## src/rtl/pe_edge_feeder.sv

```systemverilog
// pe_edge_feeder
//   Feeds one boundary lane (row or column) of the systolic PE array.
//   Operands are buffered in a show-ahead FIFO. A start command, after SKEW
//   idle cycles that form the diagonal wavefront, streams exactly K operands
//   into the edge PE over a valid/ready port and then pulses done for one
//   cycle. Operands beyond K remain queued for the next pass.
//
// Ports
//   clk        clock, rising edge
//   rst        synchronous reset, active-high
//   start      begin one K-operand pass (honoured only when idle)
//   in_valid   upstream operand valid
//   in_ready   FIFO not full
//   in_dat     upstream operand
//   out_valid  operand valid toward the PE
//   out_ready  PE ready
//   out_dat    operand toward the PE (zero whenever out_valid is low)
//   busy       pass in progress (skew, stream and the done cycle)
//   done       one-cycle pulse after the K-th transfer
//   level      current FIFO occupancy
module pe_edge_feeder #(
  parameter int DATA_W = 32,
  parameter int DEPTH  = 8,
  parameter int K      = 4,
  parameter int SKEW   = 0
) (
  input  logic                       clk,
  input  logic                       rst,
  input  logic                       start,
  input  logic                       in_valid,
  output logic                       in_ready,
  input  logic [DATA_W-1:0]          in_dat,
  output logic                       out_valid,
  input  logic                       out_ready,
  output logic [DATA_W-1:0]          out_dat,
  output logic                       busy,
  output logic                       done,
  output logic [$clog2(DEPTH):0]     level
);

  localparam int AW = $clog2(DEPTH);
  localparam int LW = AW + 1;
  localparam int IW = $clog2(K + 1);
  // A zero-skew lane still needs a one-bit counter to keep the vector legal.
  localparam int SW = (SKEW > 0) ? $clog2(SKEW + 1) : 1;

  localparam logic [LW-1:0] FULL_LEVEL = LW'(DEPTH);
  localparam logic [IW-1:0] ISSUE_LAST = IW'(K - 1);
  localparam logic [SW-1:0] SKEW_LAST  = (SKEW > 0) ? SW'(SKEW - 1) : SW'(0);

  typedef enum logic [1:0] {
    ST_IDLE   = 2'd0,
    ST_SKEW   = 2'd1,
    ST_STREAM = 2'd2,
    ST_DONE   = 2'd3
  } state_t;

  state_t              state_r;
  state_t              state_s;
  logic [DATA_W-1:0]   mem_r [DEPTH];
  logic [AW-1:0]       wr_ptr_r;
  logic [AW-1:0]       rd_ptr_r;
  logic [LW-1:0]       level_r;
  logic [IW-1:0]       issue_cnt_r;
  logic [SW-1:0]       skew_cnt_r;

  logic                push_s;
  logic                pop_s;
  logic                out_valid_s;

  // Handshake decode; out_valid depends only on registered state, never on out_ready.
  always_comb begin
    out_valid_s = (state_r == ST_STREAM) && (level_r != {LW{1'b0}});
    push_s      = in_valid && (level_r != FULL_LEVEL);
    pop_s       = out_valid_s && out_ready;
  end

  assign in_ready  = (level_r != FULL_LEVEL);
  assign out_valid = out_valid_s;
  // Head entry is shown directly from memory, masked to zero when not offered.
  assign out_dat   = out_valid_s ? mem_r[rd_ptr_r] : {DATA_W{1'b0}};
  // busy covers the done cycle so a lane reads busy until its pass has completed.
  assign busy      = (state_r != ST_IDLE);
  assign done      = (state_r == ST_DONE);
  assign level     = level_r;

  // FIFO storage, pointers and occupancy; pointers wrap naturally (DEPTH is a power of 2).
  always_ff @(posedge clk) begin
    if (rst) begin
      wr_ptr_r <= {AW{1'b0}};
      rd_ptr_r <= {AW{1'b0}};
      level_r  <= {LW{1'b0}};
    end else begin
      if (push_s) begin
        mem_r[wr_ptr_r] <= in_dat;
        wr_ptr_r        <= wr_ptr_r + AW'(1);
      end
      if (pop_s) begin
        rd_ptr_r <= rd_ptr_r + AW'(1);
      end
      case ({push_s, pop_s})
        2'b10:   level_r <= level_r + LW'(1);
        2'b01:   level_r <= level_r - LW'(1);
        default: level_r <= level_r;
      endcase
    end
  end

  // FSM state register.
  always_ff @(posedge clk) begin
    if (rst) begin
      state_r <= ST_IDLE;
    end else begin
      state_r <= state_s;
    end
  end

  // FSM next-state logic; start is only looked at in IDLE and is never queued.
  always_comb begin
    state_s = state_r;
    case (state_r)
      ST_IDLE: begin
        if (start) begin
          state_s = (SKEW > 0) ? ST_SKEW : ST_STREAM;
        end else begin
          state_s = ST_IDLE;
        end
      end
      ST_SKEW: begin
        if (skew_cnt_r == SKEW_LAST) begin
          state_s = ST_STREAM;
        end else begin
          state_s = ST_SKEW;
        end
      end
      ST_STREAM: begin
        if (pop_s && (issue_cnt_r == ISSUE_LAST)) begin
          state_s = ST_DONE;
        end else begin
          state_s = ST_STREAM;
        end
      end
      ST_DONE: state_s = ST_IDLE;
      default: state_s = ST_IDLE;
    endcase
  end

  // Skew and issue counters; both are cleared while idle so each pass starts fresh.
  always_ff @(posedge clk) begin
    if (rst) begin
      skew_cnt_r  <= {SW{1'b0}};
      issue_cnt_r <= {IW{1'b0}};
    end else begin
      case (state_r)
        ST_IDLE: begin
          skew_cnt_r  <= {SW{1'b0}};
          issue_cnt_r <= {IW{1'b0}};
        end
        ST_SKEW: begin
          skew_cnt_r <= skew_cnt_r + SW'(1);
        end
        ST_STREAM: begin
          if (pop_s) begin
            issue_cnt_r <= issue_cnt_r + IW'(1);
          end
        end
        ST_DONE: begin
          skew_cnt_r  <= skew_cnt_r;
          issue_cnt_r <= issue_cnt_r;
        end
        default: begin
          skew_cnt_r  <= {SW{1'b0}};
          issue_cnt_r <= {IW{1'b0}};
        end
      endcase
    end
  end

endmodule

```

## config.mk

```make
export PLATFORM = sky130hd
export DESIGN_NAME = pe_edge_feeder
export DESIGN_NICKNAME = d
export VERILOG_FILES = /design/src/rtl/pe_edge_feeder.sv
export SDC_FILE = /design/constraint.sdc
export NUM_CORES = 1
export LEC_CHECK = 0
export CAP_MARGIN = 10
export CORE_UTILIZATION = 30
export CTS_BUF_LIST = sky130_fd_sc_hd__clkbuf_8
export DETAILED_ROUTE_END_ITERATION = 12
export SLEW_MARGIN = 20
export SYNTH_ARGS = -nofsm -noshare
export SYNTH_HDL_FRONTEND = slang
export SYNTH_SLANG_ARGS = --single-unit
```

## constraint.sdc

```tcl
create_clock -name clk -period 6.1 [get_ports clk]
set_clock_uncertainty 0.1 [all_clocks]
set_input_delay 0.915 -clock clk [delete_from_list [all_inputs] [get_ports clk]]
set_output_delay 0.915 -clock clk [all_outputs]
set_load 0.005 [all_outputs]
```

Word-level counts from Yosys, hierarchy flattened
Memory sizes are Yosys's and may differ from the RTL's. A register that Yosys moved wholly into a read port is not among the register bits.
Index checks and enable logic that the tools add are counted.
- bits of input ports: 37
- bits in registers: 16
- output and inout bits: 40
- memories kept: 1
- logic and storage cells: 46
- bits in writable memories: 256
- $add $sub $neg: 6
- equality and inequality tests: 8
- reduce and logical (&&, ||, !) cells: 11
- muxes and demuxes: 14
- memory list (memory ; depth ; width ; read ports ; clocked after memory_dff ; wr ports ; line ; RTL):
    mem_r ; 8 ; 32 ; 1 ; 1 ; 1 ; 60 ; logic [DATA_W-1:0] mem_r [DEPTH];
- operator list (cell ; count):
    $mux W32 ; 1
    $add A3 B1 Y3 const B ; 3
    $mux W3 ; 3
    $pmux W2 S4 ; 1
    $pmux W4 S2 ; 1
    $reduce_bool A2 Y1 ; 4
    $eq A2 B2 Y1 const B ; 3
    $pmux W3 S2 ; 1
    $add A4 B1 Y4 const B ; 1
    $eq A2 B1 Y1 const B ; 2
    $logic_and A1 B1 Y1 ; 4
    $mux W1 ; 4
    $mux W2 ; 2
    $ne A4 B4 Y1 const B ; 1
    $reduce_bool A4 Y1 ; 1
    $sub A4 B1 Y4 const B ; 1
    $eq A3 B2 Y1 const B ; 1
    $logic_not A2 Y1 ; 1
    $ne A2 B2 Y1 const B ; 1
    $pmux W1 S2 ; 1
    $reduce_and A2 Y1 ; 1
    $add A1 B1 Y1 const B ; 1

Logic depth before layout (Yosys ltp)
Gate-level depths: netlist of run 1.
- depth in word-level cells: 6
- depth in mapped cells: 12
- gate-level depth less buffers: 10

Worst setup path after synthesis of run 1
Ideal clock, no wire load.
- path kind: input port to flip-flop
- start: in rst
- end: mem mem_r[0][0] (enable)
- stages on the path: 2
- data required time: 5487 ps
- setup time: 513 ps
- buffers on the path: 0
- arrival: 4392 ps
- path slack: 1095 ps
- cell sequence: nor2_1 > nor4b_1
- longest elaborated chain between the ends: 2
- ends and longest elaborated chain (element ; line ; RTL):
    from (decl) ; 28 ; input logic rst,
    $mux W1 ; 89 ; if (rst) begin
    $mux W1 (not written as such) ; 95 ; mem_r[wr_ptr_r] <= in_dat;
    to (decl) ; 60 ;
No other way between the ends.

==> flow_summary.json, run 1 <==
{
  "p_comb_share_pct": 7.0,
  "p_sw_w": 0.000826,
  "timing.slew.headroom_pct": 30.4,
  "drc": 0,
  "grt_max_degree": 65,
  "ant_nets": 0,
  "vias_per_cell": 4.63,
  "power_density_mw_per_mm2": 300,
  "die-width_um": 190,
  "grt_pass1_vias": 5690,
  "track_usage_pct": 12.3,
  "max_freq_mhz": 238,
  "netlist_instances": 518,
  "dr.pass1.iters": 4,
  "outcome": "completed",
  "startpoint_type": "flop",
  "finalMaxSlewViolations": 0,
  "fin_crit_sh_pct": 68.8,
  "start_util_pct": 30.6,
  "crit_arrival_ns": 3.18,
  "portBuffers": 76,
  "hold_viol": 0,
  "final_cell_mix": "edfxtp_1, clkdlybuf4s50_1, mux4_2",
  "rows": 68,
  "holdPathStages": 2,
  "end_kind": "output port",
  "worstMarginPinSlew_ns": 1.04,
  "worstSetupPathType": "flop to output port",
  "ys_seq_area_share_pct": 76.0,
  "dpl.cell_count": 1033,
  "syn2layout_area_growth_pct": 20.8,
  "clk_pin_slew_worst_paths_ns": 0.06,
  "die_h_um": 190,
  "htreeDepth": 2,
  "rsz0062_at_grt": "false",
  "layout_min_cycle_time_ns": 4.19,
  "netlist_area_sq_mm": 0.0106,
  "vias": 5127,
  "seq_power_share_pct": 55.2,
  "tns_ns": 0,
  "total_power_w": 0.00385,
  "crit_required_ns": 5.08,
  "synth_edf_count": 256,
  "p_int_w": 0.00302,
  "cts_post_setup_buffers_inserted": 0,
  "grt_pass1_wl_um": 33200,
  "layout-drive-gt1-share_pct": 22.1,
  "fin_nets": 667,
  "synth_top_area_share_pct": 72.4,
  "wirelength_um": 21600,
  "fin_cells": 1108,
  "drt_iter0_drc": 316,
  "ys_ff_latch": 275,
  "dp_hpwl_um": 12600,
  "antenna_cells": 0,
  "gp_congestion": 0.725,
  "pwr-share-clk_pct": 37.8,
  "dp_slack_ns": 2.17,
  "layout_commonest_cell": "edfxtp_1",
  "synth_nets": 562,
  "ys.warnings.count": 0,
  "worstPathMaxFanout": 26,
  "netlist.top_cell.by_area": "edfxtp_1",
  "root_buffer": "clkbuf_8",
  "holdBufCountCts": 0,
  "ios": 77,
  "post_cts_resize_count": 0,
  "numClockSinks": 275,
  "p_sw_share_pct": 21.5,
  "synth_cell_type_count": 35,
  "dieArea_sq_mm": 0.0361,
  "overflow": 0,
  "maxCapViolations": 0,
  "leakagePower_nw": 3.94,
  "ir_drop_mv": 0.114,
  "synth_top_flop_cell": "edfxtp_1",
  "hold_path.class": "flop to flop",
  "cts_buffers": 42,
  "clk_path_buf_depth": 3,
  "fin_util_pct": 36.9,
  "synth_area_leaders": "edfxtp_1, mux4_2, dfxtp_1, mux2i_1, nor2_1",
  "cts_tree": "built",
  "reg2regPathDepth": 10,
  "synthArstFlopShare_pct": 0,
  "syn_avg_cell_area_sq_um": 20.5,
  "antenna_found_initial": 3,
  "finalSetupViolations": 0,
  "worstSkewPairLatency_ns": 0.53,
  "setup_ws_ns": 1.91,
  "wire_per_inst_um": 19.5,
  "coreArea_sq_mm": 0.0347
}
[Yosys cell counts (2+ instances only)]
cell	instances
a21oi_1	8
buf_1	4
buf_2	10
clkbuf_1	11
dfxtp_1	19
edfxtp_1	256
ha_1	7
inv_1	4
mux2i_1	33
mux4_2	64
nand2_1	8
nand3_1	8
nor2_1	47
nor3_1	4
nor4_1	2
nor4b_1	2
o21ai_0	4
or3_1	4
or4b_1	2
xor2_1	6
[worst max-delay path, cell delays in order, from the launching register on]
cell and delay, ns:
dfxtp_4 0.71, buf_12 0.31, buf_4 0.34, mux4_2 0.53, mux2i_1 0.18, nor2_1 0.07, clkdlybuf4s50_1 0.48
[final cells by class]
type | count | area (sq um)
clock buffer | 43 | 592
clock inverter | 31 | 205
fill | 3151 | 21900
inverter | 5 | 18.8
multi-input combinational | 210 | 2450
sequential | 275 | 8080
tap | 455 | 569
timing repair buffer | 89 | 908
[power by group through the flow]
stage / Clock, W / Sequential [W] / Combinational (W)
after detailed placement: 0 / 0.00217 / 0.000265
after CTS: 0.00150 / 0.00213 / 0.000266
final: 0.00145 / 0.00212 / 0.000270
after floorplan: 0 / 0.00215 / 0.000155
after global placement: 0 / 0.00217 / 0.000259
after global routing: 0.00157 / 0.00213 / 0.000296
[cell families (layout without fill, tap and decap cells)]
group           count (synthesis)  in the layout  share of synthesized area [%]
fa+ha+maj                       7              7                          0.825
buf+inv                        33            168                           1.40
xor+xnor                        6              6                          0.495
simple gates                   83             83                           3.65
compound gates                 17             17                          0.955
flops                         275            275                           76.0
mux                            97             97                           16.7
[registers in the layout, indices dropped and copies added, names as in the netlist, named ones only]
signal / cells
issue_cnt_r: 3
level: 4
skew_cnt_r: 1
mem_r: 256
state_r: 2
wr_ptr_r: 3
rd_ptr_r: 3
[final timing paths]
check	slack, ns	from	end
hold / removal	0.38	rd_ptr_r[1]	flop
setup reg to reg	3.18	level[1]	level[2]
hold reg to reg	0.38	rd_ptr_r[1]	flop
setup / recovery	1.91	flop	out_dat[20]
[metrics by stage]
step	area (sq um)	hold slack, ns
after floorplan	10600	0.348
after global placement	12000	0.358
after detailed placement	12000	0.380
after CTS	12800	0.390
after global routing	12800	0.428
final	12800	0.382
[layer usage]
layer	global-route usage [%]	routed length [um]
met4	3.91	418
met2	20.6	10700
met1	15.3	9270
met3	3.38	1170
met5	0	24
No activity file was read; power rests on OpenSTA's default activity.
==> run 2, diff against run 1 <==
clock period = 3.8 ns   (was 6.1 ns; I/O delays follow)
==> flow_summary.json, run 2 (synthesized netlist as in run 1, its figures left out) <==
{
  "syn2layout_area_growth_pct": 22.9,
  "crit_required_ns": 3.13,
  "finalMaxSlewViolations": 0,
  "clk_path_buf_depth": 3,
  "place_area_sq_mm": 0.0121,
  "clk_pin_slew_worst_paths_ns": 0.05,
  "layout_min_cycle_time_ns": 3.54,
  "dieArea_sq_mm": 0.0361,
  "ir_drop_mv": 0.210,
  "portBuffers": 76,
  "drc": 0,
  "timing.slew.headroom_pct": 44.1,
  "grt_max_degree": 36,
  "fin_nets": 681,
  "regMostFlops": "mem_r",
  "maxCapViolations": 0,
  "fin_area_sq_mm": 0.0130,
  "cts_post_setup_buffers_inserted": 0,
  "drt_iter0_drc": 403,
  "power_density_mw_per_mm2": 494,
  "cts_tree": "built",
  "dr.pass1.iters": 4,
  "tns_ns": 0,
  "rows": 68,
  "path_cells": "nor4_1, or3_2, inv_1, clkdlybuf4s50_1",
  "antenna_found_initial": 2,
  "hold_path.class": "flop to flop",
  "ios": 77,
  "wirelength_um": 22200,
  "track_usage_pct": 12.6,
  "fin_cells": 1129,
  "ant_nets": 0,
  "largest_register_ffs": 256,
  "coreArea_sq_mm": 0.0347,
  "worstPathMaxFanout": 35,
  "max_freq_mhz": 283,
  "worstSkewPairLatency_ns": 0.57,
  "dp_hpwl_um": 13200,
  "layout-drive-gt1-share_pct": 24.2,
  "antenna_cells": 0,
  "dpl.cell_count": 1044,
  "worstMarginPinSlew_ns": 0.838,
  "start_util_pct": 30.6,
  "gp_congestion": 0.726,
  "critPathBufInv": 2,
  "outcome": "completed",
  "crit_arrival_ns": 2.87,
  "worstSetupPathType": "flop to output port",
  "cpPeakStageDelay_ns": 0.77,
  "vias_per_cell": 4.65,
  "die-width_um": 190,
  "holdBufCountCts": 0,
  "cts_buffers": 46,
  "cpLargestDelayFamily": "simple AND/OR/NAND/NOR gates",
  "vias": 5255,
  "numClockSinks": 275,
  "post_cts_resize_count": 0,
  "leakagePower_nw": 4.07,
  "grt_pass1_vias": 5721,
  "startpoint_type": "flop",
  "htreeDepth": 2,
  "final_cell_mix": "edfxtp_1, clkdlybuf4s50_1, mux4_2",
  "finalSetupViolations": 0,
  "end_kind": "output port",
  "die_h_um": 190,
  "slowest_stage": "or3_2",
  "hold_viol": 0,
  "grt_pass1_wl_um": 34000,
  "overflow": 0,
  "fin_crit_sh_pct": 93.1,
  "layout_commonest_cell": "edfxtp_1",
  "wire_per_inst_um": 19.7,
  "root_buffer": "clkbuf_8",
  "rsz0062_at_grt": "false"
}
run 2: through the flow:
stage	util [%]	hold WS (ns)	worst slack [ns]	total power (W)
4_1_cts	37.6	0.383	0.125	0.00654
3_3_place_gp	34.9	0.362	0.553	0.00391
2_1_floorplan	-	0.348	0.152	0.00370
5_1_grt	37.6	0.405	0.00929	0.00670
3_5_place_dp	34.9	0.375	0.478	0.00393
6_report	37.6	0.384	0.261	0.00644
run 2: per-layer routing:
layer | global-route usage, % | share of wire (%) | vias to the layer above
li1 | - | - | 2354
met1 | 15.7 | 43 | 2735
met2 | 21.7 | 51 | 129
met3 | 3.01 | 5.1 | 33
met4 | 3.63 | 1.6 | 4
met5 | 0 | 0.11 | -
run 2: worst register-to-register path, cell delays in order (launching register included):
cell and delay, ns:
dfxtp_1 0.49, nor4_1 0.14, or4b_1 0.63, inv_1 0.16, ha_1 0.28, xor2_1 0.18
ha_1 0.16, a21oi_1 0.05, xor2_1 0.17, or3_1 0.32, a21oi_1 0.14
run 2: layout make-up:
type                    count  area [sq um]
clock buffers              51           702
clock inverters            34           238
repair buffers             99           971
fillers                  3183         21700
well taps                 455           569
flip-flops and latches    275          8080
inverters                   5          18.8
multi-input cells         210          2470
run 2: where the power goes:
part	internal [W]	leakage (nW)	switching (W)
sequential	0.00336	2.47	0.0000412
clock	0.00145	0.532	0.00114
combinational	0.000236	1.07	0.000211
run 2: worst paths after layout:
path	depth (start not counted)	to	slack, ns	startpoint
setup / recovery	4	out_valid	0.26	level[1]
hold / removal	2	issue_cnt_r[2]	0.38	issue_cnt_r[2]
setup reg to reg	10	level[2]	0.92	level[1]
hold reg to reg	2	issue_cnt_r[2]	0.38	issue_cnt_r[2]
==> run 3, diff against run 2 <==
DONT_BUFFER_PORTS = 1   (was default)
SKIP_CTS_REPAIR_TIMING = 1   (was default)
==> flow_summary.json, run 3 (synthesized netlist as in run 1, its figures left out) <==
{
  "outcome": "completed",
  "critPathBufInv": 0,
  "finalMaxSlewViolations": 0,
  "drt_iter0_drc": 287,
  "clk_path_buf_depth": 3,
  "cts_buffers": 46,
  "total_power_w": 0.00609,
  "end_kind": "output port",
  "clk_pin_slew_worst_paths_ns": 0.06,
  "dr.pass1.iters": 4,
  "slowest_stage": "or3_2",
  "worstSetupPathType": "flop to output port",
  "layout_min_cycle_time_ns": 3.10,
  "dieArea_sq_mm": 0.0361,
  "hold_viol": 0,
  "fin_cells": 1072,
  "worstSkewPairLatency_ns": 0.54,
  "pwr-share-clk_pct": 38.1,
  "crit_required_ns": 3.13,
  "crit_arrival_ns": 2.43,
  "die_h_um": 190,
  "final_cell_mix": "edfxtp_1, mux4_2, clkbuf_8",
  "power_density_mw_per_mm2": 490,
  "overflow": 0,
  "grt_pass1_vias": 5406,
  "ant_nets": 0,
  "numClockSinks": 275,
  "grt_pass1_wl_um": 32700,
  "vias_per_cell": 4.76,
  "track_usage_pct": 12.5,
  "maxCapViolations": 0,
  "leakagePower_nw": 3.82,
  "layout_commonest_cell": "edfxtp_1",
  "dp_hpwl_um": 12200,
  "startpoint_type": "flop",
  "rows": 68,
  "cpPeakStageDelay_ns": 0.82,
  "worstMarginPinSlew_ns": 0.873,
  "portBuffers": 0,
  "start_util_pct": 30.6,
  "seq_power_share_pct": 55.9,
  "largest_register_ffs": 256,
  "p_sw_w": 0.00135,
  "fin_crit_sh_pct": 81.6,
  "ios": 77,
  "p_comb_share_pct": 6.0,
  "wire_per_inst_um": 20.8,
  "p_sw_share_pct": 22.1,
  "layout-drive-gt1-share_pct": 24.3,
  "fin_nets": 628,
  "tns_ns": 0,
  "rsz0062_at_grt": "false",
  "p_int_w": 0.00474,
  "root_buffer": "clkbuf_8",
  "drc": 0,
  "gp_congestion": 0.724,
  "syn2layout_area_growth_pct": 17.1,
  "grt_max_degree": 50,
  "worstPathMaxFanout": 35,
  "vias": 5102,
  "wirelength_um": 22300,
  "max_freq_mhz": 322,
  "cts_tree": "built",
  "finalSetupViolations": 0,
  "path_cells": "nor4_1, or3_2, nor2_1",
  "die-width_um": 190,
  "cpLargestDelayFamily": "simple AND/OR/NAND/NOR gates",
  "dpl.cell_count": 958,
  "fin_util_pct": 35.8,
  "htreeDepth": 2,
  "hold_path.class": "input port to flop",
  "regMostFlops": "mem_r",
  "timing.slew.headroom_pct": 41.8,
  "ir_drop_mv": 0.238,
  "antenna_cells": 0,
  "antenna_found_initial": 0,
  "coreArea_sq_mm": 0.0347
}
## run 3: cell types whose count changed in the layout (fill, tap and decap cells not counted), sizes merged, moves of 3 or more
cell,previous run,this run
dlygate4sd3,0,33
clkdlybuf4s50,76,0
clkinv,12,15
buf,23,13
clkbuf,51,47
## run 3: layout make-up
type,instances,area [sq um]
fill,3220,22300
sequential,275,8080
multi-input combinational,210,2470
clock buffer,47,647
tap,455,569
timing repair buffer,46,478
clock inverter,34,174
inverter,5,18.8
## run 3: routing by layer
| layer | vias to the layer above | global-route usage (%) | wire [um] |
|---|---|---|---|
| li1 | 2244 | - | - |
| met1 | 2671 | 13.9 | 9010 |
| met2 | 130 | 22.1 | 11600 |
| met3 | 57 | 4.04 | 1160 |
| met4 | 0 | 4.58 | 588 |
| met5 | - | 0 | 0 |
## run 3: power by group through the flow
stage                     Clock [W]  Sequential [W]  Combinational, W
after global routing        0.00253         0.00341          0.000402
after global placement            0         0.00346          0.000306
after CTS                   0.00241         0.00340          0.000316
final                       0.00232         0.00340          0.000366
after detailed placement          0         0.00347          0.000315
after floorplan                   0         0.00345          0.000250
## run 3: final timing paths
path | startpoint | end | slack [ns] | cells after the start
max | level[1] | out_dat[0] | 0.70 | 3
min | out_ready | issue_cnt_r[1] | 0.08 | 2
max reg2reg | level[1] | level[2] | 0.80 | 10
min reg2reg | rd_ptr_r[2] | flop | 0.39 | 2
## run 3: metrics by stage
stage,hold WS (ns),area (sq um),setup WS [ns]
CTS,-0.0554,12100,0.597
finish,0.0840,12400,0.699
global placement,0.354,11300,1.03
floorplan,0.348,10600,0.152
detailed placement,0.374,11300,0.859
global route,0.0654,12400,0.523
